--- config.mk ---
export PLATFORM = sky130hd
export DESIGN_NAME = axis_s_fifo
export DESIGN_NICKNAME = d
export VERILOG_FILES = /design/src/rtl/axis_s_fifo.sv
export SDC_FILE = /design/constraint.sdc
export NUM_CORES = 1
export LEC_CHECK = 0
export CORE_MARGIN = 5
export CORE_UTILIZATION = 48
export CTS_BUF_LIST = sky130_fd_sc_hd__clkbuf_8
export CTS_CLUSTER_SIZE = 14
export DETAILED_ROUTE_END_ITERATION = 8
export PLACE_DENSITY = 0.86
export SYNTH_ARGS = -nofsm -noshare
export SYNTH_HDL_FRONTEND = slang
export SYNTH_SLANG_ARGS = --single-unit
--- constraint.sdc ---
create_clock -name aclk -period 2.1 [get_ports aclk]
set_clock_uncertainty 0.2 [all_clocks]
set_input_delay 0.315 -clock aclk [delete_from_list [all_inputs] [get_ports aclk]]
set_output_delay 0.315 -clock aclk [all_outputs]
set_load 0.02 [all_outputs]
--- src/rtl/axis_s_fifo.sv ---
// AXI-Stream slave with a small first-word-fall-through buffer, local pop port,
// registered backpressure and a count of completed packets.
module axis_s_fifo #(
  parameter int DATA_W = 32,
  parameter int DEPTH  = 4,
  localparam int AW    = $clog2(DEPTH)
) (
  input  logic              aclk,
  input  logic              areset_n,
  input  logic              tvalid,
  output logic              tready,
  input  logic              tlast,
  input  logic [DATA_W-1:0] tdata,
  input  logic              rd_en,
  output logic [DATA_W-1:0] rd_data,
  output logic              rd_last,
  output logic              empty,
  output logic              full,
  output logic [AW:0]       level,
  output logic [15:0]       pkt_count,
  output logic              received,
  output logic              rd_err
);

  logic [DATA_W:0] mem [DEPTH];
  logic [DATA_W:0] head;
  logic [AW-1:0]   wr_ptr;
  logic [AW-1:0]   rd_ptr;
  logic            push;
  logic            pop;
  logic [AW:0]     level_next;

  assign push = tvalid & tready;
  assign pop  = rd_en & ~empty;

  always_comb begin
    level_next = level + {{AW{1'b0}}, push} - {{AW{1'b0}}, pop};
  end

  // Storage has no reset; only the pointers and flags define what is valid.
  always_ff @(posedge aclk) begin
    if (push) begin
      mem[wr_ptr] <= {tlast, tdata};
    end
  end

  always_ff @(posedge aclk or negedge areset_n) begin
    if (!areset_n) begin
      wr_ptr    <= '0;
      rd_ptr    <= '0;
      level     <= '0;
      empty     <= 1'b1;
      full      <= 1'b0;
      tready    <= 1'b0;
      pkt_count <= '0;
      received  <= 1'b0;
      rd_err    <= 1'b0;
    end else begin
      if (push) begin
        wr_ptr <= wr_ptr + AW'(1);
      end
      if (pop) begin
        rd_ptr <= rd_ptr + AW'(1);
      end
      level    <= level_next;
      empty    <= (level_next == '0);
      full     <= (level_next == (AW+1)'(DEPTH));
      // tready is looked ahead from level_next so a full buffer never takes a beat.
      tready   <= (level_next < (AW+1)'(DEPTH));
      received <= push & tlast;
      if (push && tlast) begin
        pkt_count <= pkt_count + 16'd1;
      end
      if (rd_en && empty) begin
        rd_err <= 1'b1;
      end
    end
  end

  assign head    = mem[rd_ptr];
  assign rd_data = empty ? '0 : head[DATA_W-1:0];
  assign rd_last = empty ? 1'b0 : head[DATA_W];

endmodule

* Word level (Yosys, flattened, before mapping)
Memories as Yosys holds them, arrays and structs flattened. Cells that the tools add are included.
Operators by class: $add $sub $neg 5, $lt $le $gt $ge 1, eq/ne operators 1, muxes and demuxes 4, bitwise operators 4, reductions and logical operators 3
Operators by type and width (count):
- 32-bit 2-to-1 mux | 1
- 16-bit by 1-bit adder with 16-bit output, second input constant | 1
- 2-bit by 1-bit adder with 2-bit output, second input constant | 2
- 3-bit by 1-bit adder with 3-bit output | 1
- 1-bit bitwise AND | 3
- 3-bit == test, second input constant | 1
- 3-bit logical NOT | 1
- 3-bit less-than comparator, second input constant | 1
- 1-bit 2-to-1 mux | 3
- 3-bit by 1-bit subtractor with 3-bit output | 1
- 1-bit logical AND | 2
- 1-bit inverter | 1
Word-level totals: register bits after elaboration 28, bits in writable memories 132, input bits 37, output and inout bits 57, logic and storage cells 28, memories kept 1
Memories:
- mem | depth 4, width 33, read ports 1, clocked after Yosys merged registers in 0, write ports 1, RTL line 25 | logic [DATA_W:0] mem [DEPTH];

* Logic depth before layout (Yosys ltp)
Gate-level depths: netlist (run 1).
depth in word-level cells 4, mapped depth 10, mapped depth without buffers 10

* Least setup slack after synthesis (run 1)
OpenSTA, ideal clock, no wires.
path kind register -> register, from reg tready, to reg empty, setup time 67 ps, arrival time 2123 ps, data required time 1833 ps, setup slack -290 ps, cell stages (with the launch flop) 11, path buffers 0, period minus slack after synthesis 2390 ps, path through dfrtp_1 > nand2_1 > ha_1 > inv_1 > ha_1 > inv_1 > fa_1 > xnor2_1 > xor2_1 > inv_1 > nor2_1
On the way: word-level cells in the longest chain between the ends 4
RTL lines:
- start: declaration | RTL line 11 | output logic tready,
- start signal: assignment | RTL line 69 | tready <= (level_next < (AW+1)'(DEPTH));
- 1-bit bitwise AND | RTL line 33 | assign push = tvalid & tready;
- 3-bit by 1-bit adder with 3-bit output | RTL line 37 | level_next = level + {{AW{1'b0}}, push} - {{AW{1'b0}}, pop};
- 3-bit by 1-bit subtractor with 3-bit output | RTL line 37
- named net level_next[2] | RTL line 31 | logic [AW:0] level_next;
- 3-bit logical NOT | RTL line 66 | empty <= (level_next == '0);
- end signal: assignment | RTL line 66
- end: declaration | RTL line 17 | output logic empty,
The timed path passes the listed nets, and every way through them passes these cells. A chain may end at the register's enable or synchronous reset.

* Final worst setup path (run 1)
from reg rd_ptr[0], to out rd_data[25]
On the way: word-level cells in the longest chain between the ends 2
RTL lines:
- start: declaration | RTL line 28 | logic [AW-1:0] rd_ptr;
- start signal: assignment | RTL line 63 | rd_ptr <= rd_ptr + AW'(1);
- memory read 4 x 33 bit
- 32-bit 2-to-1 mux | RTL line 81 | assign rd_data = empty ? '0 : head[DATA_W-1:0];
- end: declaration | RTL line 15 | output logic [DATA_W-1:0] rd_data,
No other way between the ends.

==> results of run 1 <==
==> layout by cell type (no fill, tap or decap), types with 2 or more instances in the layout <==
master           count
nor2b_1             13
inv_1               11
and3_2               5
edfxtp_1           132
buf_4               19
nand2_1              7
nor2_1               4
ha_1                 5
nand3_1              6
xor2_1               4
clkdlybuf4s50_1     54
dfrtp_2              3
clkinv_2             2
nand4_1              3
mux2_2               2
mux4_2              33
ha_4                 2
clkinv_1             2
bufinv_16            3
dfrtp_1             24
nor2b_4             20
dlymetal6s2s_1       3
buf_2               10
dlygate4sd2_1        2
buf_6               22
buf_12              10
xnor2_1             14
clkbuf_8            20
==> through the flow <==
stage               total power, mW  worst slack [ns]
global placement               8.55            -0.447
CTS                            10.9            -0.423
global route                   11.9            -0.457
finish                         11.4            -0.348
floorplan                      6.77            -0.236
detailed placement             8.67            -0.608
==> power breakdown <==
part	switching, mW	internal, mW
Sequential	0.252	4.00
Combinational	2.28	2.59
Clock	1.01	1.24
Total	3.53	7.82
==> what timing repair did <==
action	CTS	global route
setup endpoints to repair	40	41
gates cloned	3	1
setup buffers	6	1
pin swaps	5	1
resized for setup	154	83
==> worst max-delay path, delay by kind of cell, from the launching register on <==
| kind | cells | cell delay [ns] |
|---|---|---|
| simple gates | 1 | 0.15 |
| mux | 1 | 0.51 |
| flops | 1 | 0.45 |
| buf+inv | 3 | 0.39 |
==> area by class of cell <==
cell class | count | share of cell area [%]
well taps | 172 | 2.59
clock buffers | 20 | 3.32
multi-input cells | 129 | 20.0
inverters | 8 | 0.392
flip-flops and latches | 160 | 56.2
repair buffers | 123 | 15.9
clock inverters | 12 | 1.52
==> state kept, by name (all words and copies together) (netlist names) <==
signal	count
rd_ptr	2
empty	1
mem	132
wr_ptr	2
full	1
rd_err	1
level	3
tready	1
received	1
pkt_count	16
==> logic make-up after synthesis <==
family | count (synthesis) | synth area share (%)
AND/OR/NAND/NOR | 65 | 6.58
adder cells (fa/ha/maj) | 8 | 1.73
XOR/XNOR | 20 | 2.81
flip-flops | 160 | 74.8
buffers and inverters | 19 | 1.63
AO/OA/AOI/OAI | 1 | 0.120
multiplexers | 35 | 12.3
==> worst min-delay path by stage <==
stage	cells after the start	slack, ns	to	startpoint
finish	2	0.07	pkt_count[7]	areset_n
global placement	1	0.25	rd_err	rd_err
global route	2	0.06	pkt_count[7]	areset_n
CTS	2	0.04	rd_ptr[0]	areset_n
detailed placement	1	0.25	rd_err	rd_err
floorplan	0	-0.18	full	areset_n
==> metal layers <==
layer / up-vias / part of all wire [%] / GRT usage [%] / wire (um)
met2: 97 / 53 / 29.0 / 6610
met5: - / 0.081 / 0 / 10
met1: 1651 / 40 / 20.9 / 4890
met4: 2 / 1.6 / 6.57 / 202
met3: 21 / 5.3 / 5.59 / 659
li1: 1443 / - / - / -
==> flow_summary_export.csv, run 1 <==
group,metric,value,unit
synth,ys_warn_count,0,
outcome,status,"finished with violations",
sta,layout_setup_ws,-0.348,ns
critical_path,timing.rr.end,"empty",
cts,cts_tree,"done",
synth,yosysTopAreaCell,"edfxtp_1",
sta,worstMarginPinSlew,0.376,ns
synth,avgSynthCellArea,20.2,um2
synth,synth_edf_count,132,
critical_path,path_cells,"buf_12 -> buf_12 -> mux4_2 -> nor2b_4 -> buf_6",
cts,clk_latency,0.44,ns
synth,netlist_area,0.00623,mm2
outcome,violations,"negative setup slack",
critical_path,critPathCapture,"rd_data[25]",
cells_and_area,fillers,868,
cts,cts-buffers-inserted,17,
sta,setup-violations-final,36,
cts,holdBufCountCts,0,
critical_path,r2r-start,"empty",
global_route,grt_remaining_overflow,0,
cells_and_area,fin_cells,624,
flow_run,max_cap_violations,0,
sta,hold-worst-slack,0.0714,ns
floorplan,ios,94,
place,place_congestion,0.771,
drt,detail_route.iter0.violations,188,
sta,period_share,117,%
cells_and_area,multi_input_area,0.00166,mm2
cts,path_clk_slew,0.08,ns
critical_path,ff2ff_path_depth,10,
drt,drt_pre_antenna_iters,4,
floorplan,num_rows,41,
cts,cts.sinks,160,
cells_and_area,layout.nets,484,
place,placedCellCount,583,
synth,synth_nets,353,
worst_hold_path,hold_path_class,"in2async",
drt,wirelength,12400,um
cells_and_area,final_area,0.00830,mm2
floorplan,coreArea,0.0127,mm2
synth,synth-seq-cells,160,
cells_and_area,diodes,0,
sta,period_needed,2.45,ns
cts,clockBufferDepth,2,
sta,hold_viol,0,
cts,cts-root-buf,"clkbuf_8",
sta,max_slew_margin,74.7,%
critical_path,crit_path_frequent_cell,"buf_12",
drt,vias,3214,
synth,synth_flop_cell,"edfxtp_1",
power,irDropWorstVdd,0.000770,V
cells_and_area,final_util,65.5,%
drt,drc,0,
place,io_buffers,93,
synth,postSynth.asyncResetShare,17.5,%
critical_path,worstPathArrival,1.93,ns
global_route,antenna_found_initial,1,
floorplan,dieArea,0.0154,mm2
synth,synth_common_cells,"edfxtp_1, nor2b_1, mux4_2",
floorplan,dieHeight,124,um
critical_path,end_kind,"output port",
critical_path,max_stage_delay,0.51,ns
floorplan,start_util,49.2,%
drt,wire_per_inst,19.8,um
sta,fmax,408,MHz
global_route,grt_first_pass_wirelength,19200,um
synth,yosysMostFrequentCell,"edfxtp_1",
sta,final.setup.tns,-9.88,ns
cells_and_area,areaGrowthSynthToFinish,33.2,%
power,power_density,1370,mW/mm2
place,dp_hpwl,7460,um
critical_path,cp-start-kind,"flip-flop",
critical_path,cp-startpoint,"rd_ptr[0]",
cells_and_area,register_area,0.00467,mm2
critical_path,critPathMaxFanout,8,
place,placed_cell_area,0.00760,mm2
synth,synth_top_area_share,63.6,%
global_route,grt_pass1_vias,3568,
global_route,grt_usage,17.3,%
synth,syn_inst,308,
critical_path,r2r_slack,-0.15,ns
sta,rsz0062_at_grt,"true",
drt,final_antenna_net_count,0,
synth,ys_seq_area_share,74.8,%
sta,maxSlewViolCount,0,
synth,synth_area_leaders,"edfxtp_1, mux4_2, dfrtp_1",
global_route,grt_max_degree,29,
critical_path,slowest_stage,"mux4_2",
critical_path,critPathKind,"reg2out",
cells_and_area,drive_gt1_share,36.3,%
power,leakage,3.12,nW
cts,cts_max_level,4,
drt,post_drt_via_cell_ratio,5.15,
synth,ys_types,27,
floorplan,die_x,124,um
critical_path,crit_required,1.58,ns
Note: power is estimated with default switching activity, not from simulation.
==> inputs of run 2 (changes only) <==
Settings changed: CORE_MARGIN 5 to 2, RECOVER_POWER set to 25.
==> run 2 against run 1 <==
Net effect: cell count rose by 0.80%; sequential cell count is the same; combinational power increased by 1%; total power up 1.5%; largest power group unchanged; the flow still finishes with violations (negative setup slack); clock power is 7% higher; critical endpoint is now rd_data[0]; critical path type unchanged; register-to-register slack about the same; non-clock buffer count increased by 3; die area fell by 9.4%.
==> flow_summary_export.csv, run 2 (same netlist as run 1, synthesis figures left out) <==
group,metric,value,unit
cts,clk_latency,0.45,ns
cts,cts.sinks,160,
outcome,status,"finished with violations",
flow_run,max_cap_violations,0,
cells_and_area,multi_input_area,0.00162,mm2
cts,cts-root-buf,"clkbuf_8",
sta,rsz0062_at_grt,"true",
place,io_buffers,93,
cells_and_area,final_area,0.00834,mm2
floorplan,num_rows,41,
drt,wire_per_inst,19.5,um
cells_and_area,fillers,871,
sta,maxSlewViolCount,0,
critical_path,critPathBufInv,4,
critical_path,crit_required,1.58,ns
sta,fmax,407,MHz
cts,cts_max_level,4,
drt,final_antenna_net_count,0,
place,dp_hpwl,7400,um
critical_path,worstPathArrival,1.94,ns
critical_path,path_delay_family,"buffers and inverters",
critical_path,r2r-start,"empty",
drt,drt_pre_antenna_iters,5,
drt,post_drt_via_cell_ratio,5.15,
global_route,grt_pass1_vias,3618,
place,place_congestion,0.745,
cells_and_area,layout.nets,487,
critical_path,critPathKind,"reg2out",
critical_path,r2r_slack,-0.14,ns
floorplan,die_x,118,um
sta,max_slew_margin,1.38,%
floorplan,dieHeight,118,um
sta,period_share,117,%
sta,setup-violations-final,37,
place,placed_cell_area,0.00762,mm2
cells_and_area,drive_gt1_share,36.5,%
cts,path_clk_slew,0.08,ns
worst_hold_path,hold_path_class,"reg2reg",
drt,detail_route.iter0.violations,231,
cells_and_area,final_common_cell,"edfxtp_1",
floorplan,ios,94,
critical_path,cp-start-kind,"flip-flop",
critical_path,crit_path_frequent_cell,"buf_6",
outcome,violations,"negative setup slack",
critical_path,ff2ff_path_depth,10,
drt,drc,0,
sta,worstMarginPinSlew,1.48,ns
global_route,antenna_found_initial,2,
sta,layout_setup_ws,-0.358,ns
cells_and_area,final_cell_mix,"edfxtp_1, clkdlybuf4s50_1, mux4_2, dfrtp_1, buf_4",
power,power_density,1380,mW/mm2
drt,wirelength,12300,um
critical_path,end_kind,"output port",
global_route,grt_usage,18.8,%
worst_hold_path,hp-start,"rd_err",
power,irDropWorstVdd,0.000783,V
worst_hold_path,whs_endpoint,"rd_err",
cts,cts-buffers-inserted,17,
sta,period_needed,2.46,ns
cts,clockBufferDepth,2,
floorplan,start_util,49.2,%
cells_and_area,top_register,"mem",
sta,hold_viol,0,
critical_path,cp-startpoint,"rd_ptr[0]",
sta,final.setup.tns,-10.87,ns
cells_and_area,areaGrowthSynthToFinish,33.7,%
critical_path,max_stage_delay,0.43,ns
cells_and_area,top_regs,"mem: 132 flops, pkt_count: 16 flops, level: 3 flops",
cells_and_area,fin_cells,629,
place,placedCellCount,583,
global_route,grt_remaining_overflow,0,
worst_hold_path,whs_path_depth,1,
global_route,grt_first_pass_wirelength,19400,um
critical_path,critPathMaxFanout,6,
cts,cts_tree,"done",
cells_and_area,largest_reg_flops,132,
critical_path,timing.rr.end,"empty",
floorplan,dieArea,0.0139,mm2
cells_and_area,register_area,0.00467,mm2
power,leakage,3.08,nW
global_route,grt_max_degree,29,
drt,vias,3238,
critical_path,path_cells,"buf_12 -> buf_4 -> buf_6 -> mux4_2 -> nor2b_4 -> buf_6",
critical_path,slowest_stage,"dfrtp_2",
floorplan,coreArea,0.0127,mm2
-- run 2: changes by cell type in the layout (fill, tap and decap cells not counted), sizes merged --
cell / previous run / this run
inv: 13 / 9
diode: 0 / 2
bufinv: 3 / 4
dlygate4sd3: 0 / 16
clkbuf: 21 / 20
clkdlybuf4s50: 54 / 38
buf: 62 / 63
clkinvlp: 0 / 6
-- run 2: repair_timing --
item | CTS | global route
pin swaps | 5 | 4
setup buffers | 6 | 3
hold buffers | 0 | 0
resized for setup | 156 | 66
gates cloned | 2 | 2
endpoints found under the setup margin | 40 | 40
-- run 2: layout make-up --
| cell class | instances | area share (%) |
|---|---|---|
| Antenna cell | 2 | 0.0600 |
| Clock buffer | 17 | 2.81 |
| Clock inverter | 15 | 2.31 |
| Inverter | 8 | 0.390 |
| Multi-Input combinational cell | 129 | 19.5 |
| Sequential cell | 160 | 56.0 |
| Tap cell | 172 | 2.58 |
| Timing Repair Buffer | 126 | 16.4 |
-- run 2: worst max-delay path by stage --
stage / to / slack, ns / cells past startpoint
after detailed placement: empty / -0.60 / 11
after floorplan: empty / -0.24 / 10
after global placement: empty / -0.45 / 11
after global routing: rd_data[29] / -0.43 / 5
after CTS: rd_data[1] / -0.38 / 5
final: rd_data[0] / -0.36 / 6
-- run 2: routing by layer --
metal	share of wire (%)	wire (um)	vias to the layer above	global-route usage, %
li1	-	-	1462	-
met1	41	5060	1656	22.3
met2	51	6330	94	31.5
met3	5.6	691	26	7.17
met4	1.7	213	0	6.40
met5	0	0	-	0
-- run 2: where the power goes --
group / switching, mW / total (mW) / internal [mW]
Clock: 1.11 / 2.39 / 1.28
Sequential: 0.236 / 4.23 / 4.00
Combinational: 2.28 / 4.91 / 2.63
-- run 2: stage by stage --
| step | setup WS (ns) | power, mW | util, % | hold slack [ns] |
|---|---|---|---|---|
| 3_5_place_dp | -0.604 | 8.70 | 60.2 | 0.251 |
| 4_1_cts | -0.379 | 11.0 | 63.6 | 0.0405 |
| 2_1_floorplan | -0.236 | 6.77 | - | -0.181 |
| 6_report | -0.358 | 11.5 | 65.8 | 0.270 |
| 3_3_place_gp | -0.455 | 8.56 | 60.2 | 0.247 |
| 5_1_grt | -0.428 | 12.1 | 65.8 | 0.267 |
